### config.mk
export PLATFORM = sky130hd
export DESIGN_NAME = capture_readout
export DESIGN_NICKNAME = d
export VERILOG_FILES = /design/src/rtl/capture_readout.sv
export SDC_FILE = /design/constraint.sdc
export NUM_CORES = 1
export LEC_CHECK = 0
export BUFFER_PORTS_ARGS = -buffer_cell sky130_fd_sc_hd__buf_4
export CAP_MARGIN = 20
export CORE_ASPECT_RATIO = 0.9
export CORE_MARGIN = 2
export CORE_UTILIZATION = 52
export DETAILED_ROUTE_END_ITERATION = 12
export PLACE_DENSITY = 0.71
export SYNTH_ARGS = -nofsm -noshare
export SYNTH_HDL_FRONTEND = slang
export SYNTH_SLANG_ARGS = --single-unit
### constraint.sdc
create_clock -name clk -period 10.4 [get_ports clk]
set_input_delay 1.56 -clock clk [delete_from_list [all_inputs] [get_ports clk]]
set_output_delay 1.56 -clock clk [all_outputs]
set_load 0.005 [all_outputs]
### src/rtl/capture_readout.sv
// capture_readout: streams a finished capture buffer out of the sample BRAM.
// Emits a 3-byte little-endian length header followed by samples 0..cnt-1
// on a valid/ready byte stream. BRAM reads run ahead of the stream into a
// small FIFO. Every read reserves a FIFO slot when it is issued, so data that
// returns from the BRAM always has room.
//
// state    | meaning
// ---------+---------------------------------------------------------------
// S_IDLE   | waiting for start; busy=0
// S_HEADER | presenting length bytes cnt[7:0], cnt[15:8], cnt[23:16]
// S_READ   | streaming sample bytes from the FIFO head
// S_FINISH | one-cycle completion; busy already 0, done already 1

module capture_readout #(
    parameter int ADDR_W     = 18,
    parameter int DATA_W     = 8,
    parameter int RD_LAT     = 1,
    parameter int FIFO_DEPTH = 4
) (
    input  logic              clk,
    input  logic              resetn,
    input  logic              start,
    input  logic              abort,
    input  logic [ADDR_W-1:0] sample_count,
    output logic              bram_en,
    output logic [ADDR_W-1:0] bram_addr,
    input  logic [DATA_W-1:0] bram_dout,
    output logic [DATA_W-1:0] m_data,
    output logic              m_valid,
    input  logic              m_ready,
    output logic              busy,
    output logic              done
);

    localparam int PTR_W = (FIFO_DEPTH > 1) ? $clog2(FIFO_DEPTH) : 1;
    localparam int CNT_W = PTR_W + 1;

    typedef enum logic [1:0] {
        S_IDLE,
        S_HEADER,
        S_READ,
        S_FINISH
    } state_t;

    state_t            state;
    logic [ADDR_W-1:0] cnt;
    logic [23:0]       cnt_ext;
    logic [ADDR_W:0]   cnt_m1;
    logic [1:0]        hdr_idx;
    logic [ADDR_W:0]   rd_ptr;
    logic [ADDR_W:0]   tx_cnt;
    logic [CNT_W-1:0]  occ;
    logic [DATA_W-1:0] fifo_mem [FIFO_DEPTH];
    logic [PTR_W-1:0]  fifo_wr;
    logic [PTR_W-1:0]  fifo_rd;
    logic [CNT_W-1:0]  fifo_cnt;
    logic [RD_LAT-1:0] pipe;

    logic hs;
    logic out_free;
    logic fifo_empty;
    logic push;
    logic pop;
    logic issue;
    logic last_hs;

    // Header byte 2 is zero-extended when the address is narrower than 24 bits.
    assign cnt_ext    = 24'(cnt);
    assign cnt_m1     = {1'b0, cnt} - {{ADDR_W{1'b0}}, 1'b1};
    assign hs         = m_valid & m_ready;
    assign out_free   = ~m_valid | m_ready;
    assign fifo_empty = (fifo_cnt == '0);
    // pipe tracks reads in flight. The oldest stage marks a returning beat.
    // Abort drops a returning beat instead of pushing it.
    assign push       = pipe[RD_LAT-1] & ~abort;

    // Decide this cycle's FIFO pop, final handshake and next BRAM read.
    always_comb begin
        pop     = 1'b0;
        last_hs = 1'b0;
        issue   = 1'b0;
        if (!abort) begin
            case (state)
                S_HEADER: begin
                    pop = hs && (hdr_idx == 2'd2) && (cnt != '0) && !fifo_empty;
                end
                S_READ: begin
                    last_hs = hs && (tx_cnt == cnt_m1);
                    pop     = out_free && !last_hs && !fifo_empty;
                end
                default: ;
            endcase
            if (state == S_HEADER || state == S_READ) begin
                issue = (rd_ptr < {1'b0, cnt}) && (occ < CNT_W'(FIFO_DEPTH));
            end
        end
    end

    // Capture returning BRAM data into the output FIFO.
    always_ff @(posedge clk) begin
        if (push) begin
            fifo_mem[fifo_wr] <= bram_dout;
        end
    end

    // Sequencer: header, read scheduling, FIFO bookkeeping and registered outputs.
    always_ff @(posedge clk or negedge resetn) begin
        if (!resetn) begin
            state     <= S_IDLE;
            cnt       <= '0;
            hdr_idx   <= '0;
            rd_ptr    <= '0;
            tx_cnt    <= '0;
            occ       <= '0;
            fifo_wr   <= '0;
            fifo_rd   <= '0;
            fifo_cnt  <= '0;
            pipe      <= '0;
            bram_en   <= 1'b0;
            bram_addr <= '0;
            m_data    <= '0;
            m_valid   <= 1'b0;
            busy      <= 1'b0;
            done      <= 1'b0;
        end else begin
            pipe     <= RD_LAT'({pipe, bram_en});
            bram_en  <= 1'b0;
            fifo_cnt <= fifo_cnt + CNT_W'(push) - CNT_W'(pop);
            occ      <= occ + CNT_W'(issue) - CNT_W'(pop);

            if (push) begin
                fifo_wr <= fifo_wr + 1'b1;
            end
            if (pop) begin
                fifo_rd <= fifo_rd + 1'b1;
                m_data  <= fifo_mem[fifo_rd];
                m_valid <= 1'b1;
            end
            if (issue) begin
                bram_en   <= 1'b1;
                bram_addr <= rd_ptr[ADDR_W-1:0];
                rd_ptr    <= rd_ptr + 1'b1;
            end

            case (state)
                S_IDLE: begin
                    if (start && !abort) begin
                        state   <= S_HEADER;
                        cnt     <= sample_count;
                        done    <= 1'b0;
                        busy    <= 1'b1;
                        hdr_idx <= 2'd0;
                        tx_cnt  <= '0;
                        m_data  <= sample_count[7:0];
                        m_valid <= 1'b1;
                        // The first read goes out alongside the first header
                        // byte so sample 0 is ready when the header ends.
                        if (sample_count != '0) begin
                            bram_en   <= 1'b1;
                            bram_addr <= '0;
                            rd_ptr    <= {{ADDR_W{1'b0}}, 1'b1};
                            occ       <= CNT_W'(1);
                        end else begin
                            rd_ptr <= '0;
                            occ    <= '0;
                        end
                    end
                end
                S_HEADER: begin
                    if (hs) begin
                        if (hdr_idx == 2'd2) begin
                            if (cnt == '0) begin
                                state   <= S_FINISH;
                                m_valid <= 1'b0;
                                busy    <= 1'b0;
                                done    <= 1'b1;
                            end else begin
                                state <= S_READ;
                                if (!pop) begin
                                    m_valid <= 1'b0;
                                end
                            end
                        end else begin
                            hdr_idx <= hdr_idx + 2'd1;
                            m_data  <= (hdr_idx == 2'd0) ? cnt_ext[15:8] : cnt_ext[23:16];
                        end
                    end
                end
                S_READ: begin
                    if (hs) begin
                        tx_cnt <= tx_cnt + 1'b1;
                    end
                    if (last_hs) begin
                        state   <= S_FINISH;
                        m_valid <= 1'b0;
                        busy    <= 1'b0;
                        done    <= 1'b1;
                    end else if (out_free && !pop) begin
                        m_valid <= 1'b0;
                    end
                end
                S_FINISH: begin
                    state <= S_IDLE;
                end
                default: begin
                    state <= S_IDLE;
                end
            endcase

            // Abort flushes everything and leaves done cleared from start.
            if (abort && state != S_IDLE) begin
                state    <= S_IDLE;
                m_valid  <= 1'b0;
                busy     <= 1'b0;
                bram_en  <= 1'b0;
                pipe     <= '0;
                occ      <= '0;
                fifo_cnt <= '0;
                fifo_wr  <= '0;
                fifo_rd  <= '0;
            end
        end
    end

endmodule
==> After elaboration in Yosys (flattened, before gate mapping) <==
Memory sizes are Yosys's and may differ from the RTL's.
Index checks and enable logic that the tools add are counted.
{ "classes": {"mux": 74, "n_addsub": 10, "eq_ne": 17, "order_cmp": 2, "reduce_logical": 34, "bitwise_logic": 5} }
{ "op_table": {"columns": ["operator", "n"], "rows": [
  ["19-bit 2-to-1 mux", 5],
  ["18-bit 2-to-1 mux", 4],
  ["8-bit 2-to-1 mux", 5],
  ["19-bit by 1-bit adder with 19-bit output (second input constant)", 2],
  ["19-bit one-hot mux with 2 select lines", 1],
  ["1-bit 2-to-1 mux", 36],
  ["18-bit nonzero test", 2],
  ["2-bit 2-to-1 mux", 12],
  ["19-bit equality test", 1],
  ["19-bit by 18-bit less-than comparator with 1-bit output", 1],
  ["18-bit by 1-bit subtractor with 19-bit output (second input constant)", 1],
  ["18-bit logical NOT", 1],
  ["8-bit one-hot mux with 2 select lines", 1],
  ["3-bit 2-to-1 mux", 4],
  ["6-bit AND reduction", 2],
  ["1-bit logical AND", 10],
  ["2-bit != test (second input constant)", 5],
  ["2-bit nonzero test", 5],
  ["1-bit one-hot mux with 3 select lines", 3],
  ["2-bit one-hot mux with 4 select lines", 1],
  ["4-bit AND reduction", 2],
  ["2-bit by 1-bit adder with 2-bit output (second input constant)", 3],
  ["3-bit by 1-bit adder with 3-bit output", 2],
  ["2-bit equality test (second input constant)", 3],
  ["other kinds (20)", 30]
]} }
{ "totals": {"ramBits": 32, "out_inout_bits": 30, "word_cells": 159, "inputBits": 31, "memories": 1, "reg_bits": 101} }
{ "memory_table": {"columns": ["name", "words", "width", "read_ports", "rd_clocked_by_memory_dff", "wr", "line_no", "source"], "rows": [
  ["fifo_mem", 4, 8, 1, 0, 1, "53", "logic [DATA_W-1:0] fifo_mem [FIFO_DEPTH];"]
]} }

==> Logic depth before layout (Yosys ltp) <==
{ "logic_depth": {"word_depth": 15, "depth_mapped": 20, "depth_no_buf": 17} }

==> Worst setup path after synthesis <==
Ideal clock, no wire load.
{ "synth_timing": {"path_kind": "input to register", "from": "in abort", "to": "reg occ[2]", "path_buffers": 2, "required_ns": 10.264, "setup_time_ns": 0.136, "path_stages": 17, "t_arrival_ns": 4.373, "slack_ns": 5.892, "path_cell_list": "inv_2 nand2_1 or4_1 a21oi_1 o2111ai_1 nand2_1 inv_1 clkbuf_1 buf_1 ha_1 inv_1 ha_1 inv_1 fa_1 xor2_1 xnor2_1 nor3_1"} }
{ "synth_between": {"elab_chain_len": 6, "elab_cells_between_ends": 10, "cone_classes": "add/sub: 2; mux: 5; reduce/logical: 3"} }
{ "synth_rtl": {"columns": ["element", "line_no", "source"], "rows": [
  ["start, declared", "23", "input logic abort,"],
  ["1-bit 2-to-1 mux", "82", "if (!abort) begin"],
  ["3-bit by 1-bit adder with 3-bit output", "129", "occ <= occ + CNT_W'(issue) - CNT_W'(pop);"],
  ["3-bit by 1-bit subtractor with 3-bit output", "129", null],
  ["3-bit 2-to-1 mux", "147", "if (start && !abort) begin"],
  ["3-bit 2-to-1 mux", "145", "case (state)"],
  ["3-bit 2-to-1 mux (*)", "211", "if (abort && state != S_IDLE) begin"],
  ["end signal, assigned", "129", null],
  ["end, declared", "52", "logic [CNT_W-1:0] occ;"]
]} }
Every way passes the cells marked *; elsewhere a longest branch is shown, timed or not.
A chain may end at the register's enable or synchronous reset.

==> Final worst setup path <==
Ends and elaborated chain as after synthesis.

==> summary.md <==
| Metric | Value |
|---|---|
| Outcome | complete, no violations |
| Max Transition Viols Final | 0 |
| Post-CTS Repair Setup Buffers | 0 |
| Hold Path Class | reg2reg |
| Slew at the pin closest to its max-slew limit | 992.7 ps |
| Final Setup Violations | 0 |
| Post-layout util | between 60% and 70% |
| Synthesized area | 7167 um^2 |
| Hold Path Cell Cnt | 2 |
| Core Footprint | between 10000 and 15000 um^2 |
| All-Layer GR Usage | 24.51% |
| Initial Utilization | 53.43% |
| Total iterations of the first detailed-routing run | 5 |
| Die Width | 127.8 um |
| Leak Pwr | 0.003572 uW |
| Vias per cell | 5.952 |
| Fillers | about 1100 |
| Worst Path Max Fanout | 38 |
| Antenna diode count | 0 |
| Initial drt markers | 410 |
| Fmax | just under 200 MHz |
| Share of flip-flops with an asynchronous set or reset | 75.94% |
| Syn nets | approximately 780 |
| Top-Level Pins | 61 |
| CP Data Required Time | 10670 ps |
| Worst Skew | between 9 and 10 ps |
| Worst vdd ir | between 150 and 200 uV |
| Clock sink count | 133 |
| Final-report hold violation count | 0 |
| Max cap viols | 0 |
| Cell variety after synth | 59 |
| Tcrit/Tclk final | 48.90% |
| Share of layout cells above drive strength 1 | 15.49% |
| Vias | 5648 |
| Synth Area per Inst | 10.02 um^2 |
| Multi-input gate area | 3415 um^2 |
| Vias in the first global route | 5566 |
| Worst-Skew Late Latency | 430 ps |
| Die area | 14740 um^2 |
| Final GP Congestion | 0.8386 |
| PD cells | 249.5 nW/um^2 |
| Sum Neg Setup Slack | 0 ps |
| First-pass GRT wire length | 27.98 mm |
| R2R cell count | 17 |
| Clock-pin slew on the worst setup and hold paths | about 60 ps |
| Clock Tree Buf Depth | 2 |
| CTS H-tree lvls | 4 |
| Area delta synth->final | 15.97% |
| Critical path class | in2reg |
| Post-cts sizing count | 0 |
| Die Span Y | 115.4 um |
| Synth Register Bits | 133 |
| Final net count | ~840 |
| Yosys warning count | 0 |
| Routed wire length | 17.05 mm |
| Synth Instances | 715 |
| Slew headroom | between 30% and 40% |
| Per-cell routed wire length | roughly 18 um |
| Setup crit start kind | input port |
| Port Buffers | 60 |
| Post-route ant nets | 0 |
| Post-synth EDFFs | 32 |
| Top FF cell, synth | dfrtp_1 |
| Largest net degree at the start of global routing | between 70 and 80 |
| RSZ-0062 raised after global routing | no |
| Drt drc | 0 |
| Min cycle time layout | 5086 ps |
| Crit end category | flip-flop |
| Sequential cell area | between 3000 and 4000 um^2 |
| # rows | 40 |
| Gr ovfl total | 0 |
| Number of CTS-inserted buffers | 17 |
| Clk root buf | clkbuf_16 |
| Post-synthesis sequential area ratio | 48.67% |
| Antenna violations before repair | 0 |
| DP HPWL | 12.19 mm |
| CP arrival | 5350 ps |
| CTS tree | done |
| Cts hold-fix bufs | 0 |
## report_power, final
part | internal [uW] | total [uW] | leakage, uW | switching (uW)
logic | 303 | 749 | 0.00168 | 446
clock network | 310 | 561 | 0.000259 | 251
registers | 638 | 763 | 0.00164 | 126
## layout make-up
type / count / share of cell area, %
clock inverters: 15 / 1.445
repair buffers: 65 / 6.187
multi-input cells: 514 / 41.08
well taps: 168 / 2.529
inverters: 37 / 1.671
clock buffers: 17 / 5.118
flip-flops and latches: 133 / 41.97
## state kept, by name (all words and copies together), names as in the netlist, 2 cells and up
signal and cells:
occ 3, fifo_wr 2, fifo_cnt 3, rd_ptr 19, hdr_idx 2, state 2
m_data 8, fifo_rd 2, cnt 18, tx_cnt 19, fifo_mem 32, bram_addr 18
## cells by family (layout without fill, tap and decap cells)
logic type               after synthesis  in the layout  share of synthesized area [%]
AO/OA/AOI/OAI                        150            150                          12.67
XOR/XNOR                              44             44                          5.377
adder cells (fa/ha/maj)               36             36                          6.494
buffers and inverters                 68            134                          3.788
flip-flops                           133            133                          48.67
multiplexers                          21             21                          4.365
AND/OR/NAND/NOR                      263            263                          18.63
## cell usage in the layout, fill, tap and decap left out, types with 13 or more instances in the layout
cell type	instances
nand4_1	13
nand2_1	87
clkbuf_16	17
nor3_1	13
edfxtp_1	32
ha_1	34
buf_4	63
dfrtp_1	101
o21ai_0	41
nand3_1	29
o211ai_1	13
inv_1	36
xor2_1	17
a21oi_1	57
xnor2_1	27
nor2_1	44
## stage by stage
| step | hold slack (ps) | std cells | cell area, um^2 | worst slack (ps) | power [uW] |
|---|---|---|---|---|---|
| 2_1_floorplan | 470.2 | 715 | 7167 | 5892 | 1260 |
| 3_3_place_gp | 491.1 | 915 | 7725 | 4693 | 1449 |
| 5_1_grt | 540.9 | 949 | 8312 | 4971 | 2210 |
| 3_5_place_dp | 505.5 | 915 | 7725 | 4466 | 1481 |
| 6_report | 523.6 | 949 | 8312 | 5314 | 2074 |
| 4_1_cts | 524.9 | 947 | 8270 | 4876 | 2044 |
## worst max-delay path, cell delays in order
cell,delay (ps)
buf_4,140
inv_2,140
nand2_1,150
or4_1,410
a21oi_1,220
o2111ai_1,310
nand2_1,670
inv_1,250
buf_16,240
ha_1,280
inv_1,50
ha_1,130
inv_1,40
fa_1,370
xor2_1,170
xnor2_1,130
nor3_1,60
## worst paths after layout
check                                      from                endpoint  slack [ps]
max in group asynchronous                resetn  fifo_rd[0]$_DFFE_PN0P_        8080
max                                       abort        occ[2]$_DFF_PN0_        5310
min                            done$_DFFE_PN0P_        done$_DFFE_PN0P_         520
max reg2reg                state[1]$_DFFE_PN0P_        occ[2]$_DFF_PN0_        5920
min in group asynchronous                resetn        busy$_DFFE_PN0P_        1050
min reg2reg                    done$_DFFE_PN0P_        done$_DFFE_PN0P_         520
## synthesized netlist by cell type, types with 9 or more instances
master,count,share of area (%)
dfrtp_1,101,35
nor3_1,13,0.91
nand3_1,29,2.0
nand2_1,87,4.6
xnor2_1,27,3.3
a21oi_1,57,4.0
mux2i_1,11,1.5
nor2_1,45,2.4
o211ai_1,13,1.4
ha_1,34,5.9
a21o_1,11,1.2
inv_1,36,1.9
xor2_1,17,2.1
edfxtp_1,32,13
o21ai_0,41,2.9
nor2b_1,9,0.79
nand4_1,13,1.1
clkbuf_1,23,1.2
and3_1,10,0.87
## per-layer routing
metal | GRT usage [%] | up-vias | share of wire (%)
li1 | - | 2658 | -
met2 | 39.14 | 179 | 48
met4 | 8.645 | 0 | 1.8
met5 | 0 | - | 0
met3 | 5.863 | 23 | 5.1
met1 | 33.15 | 2788 | 45
Note: power is estimated with default switching activity, not from simulation.
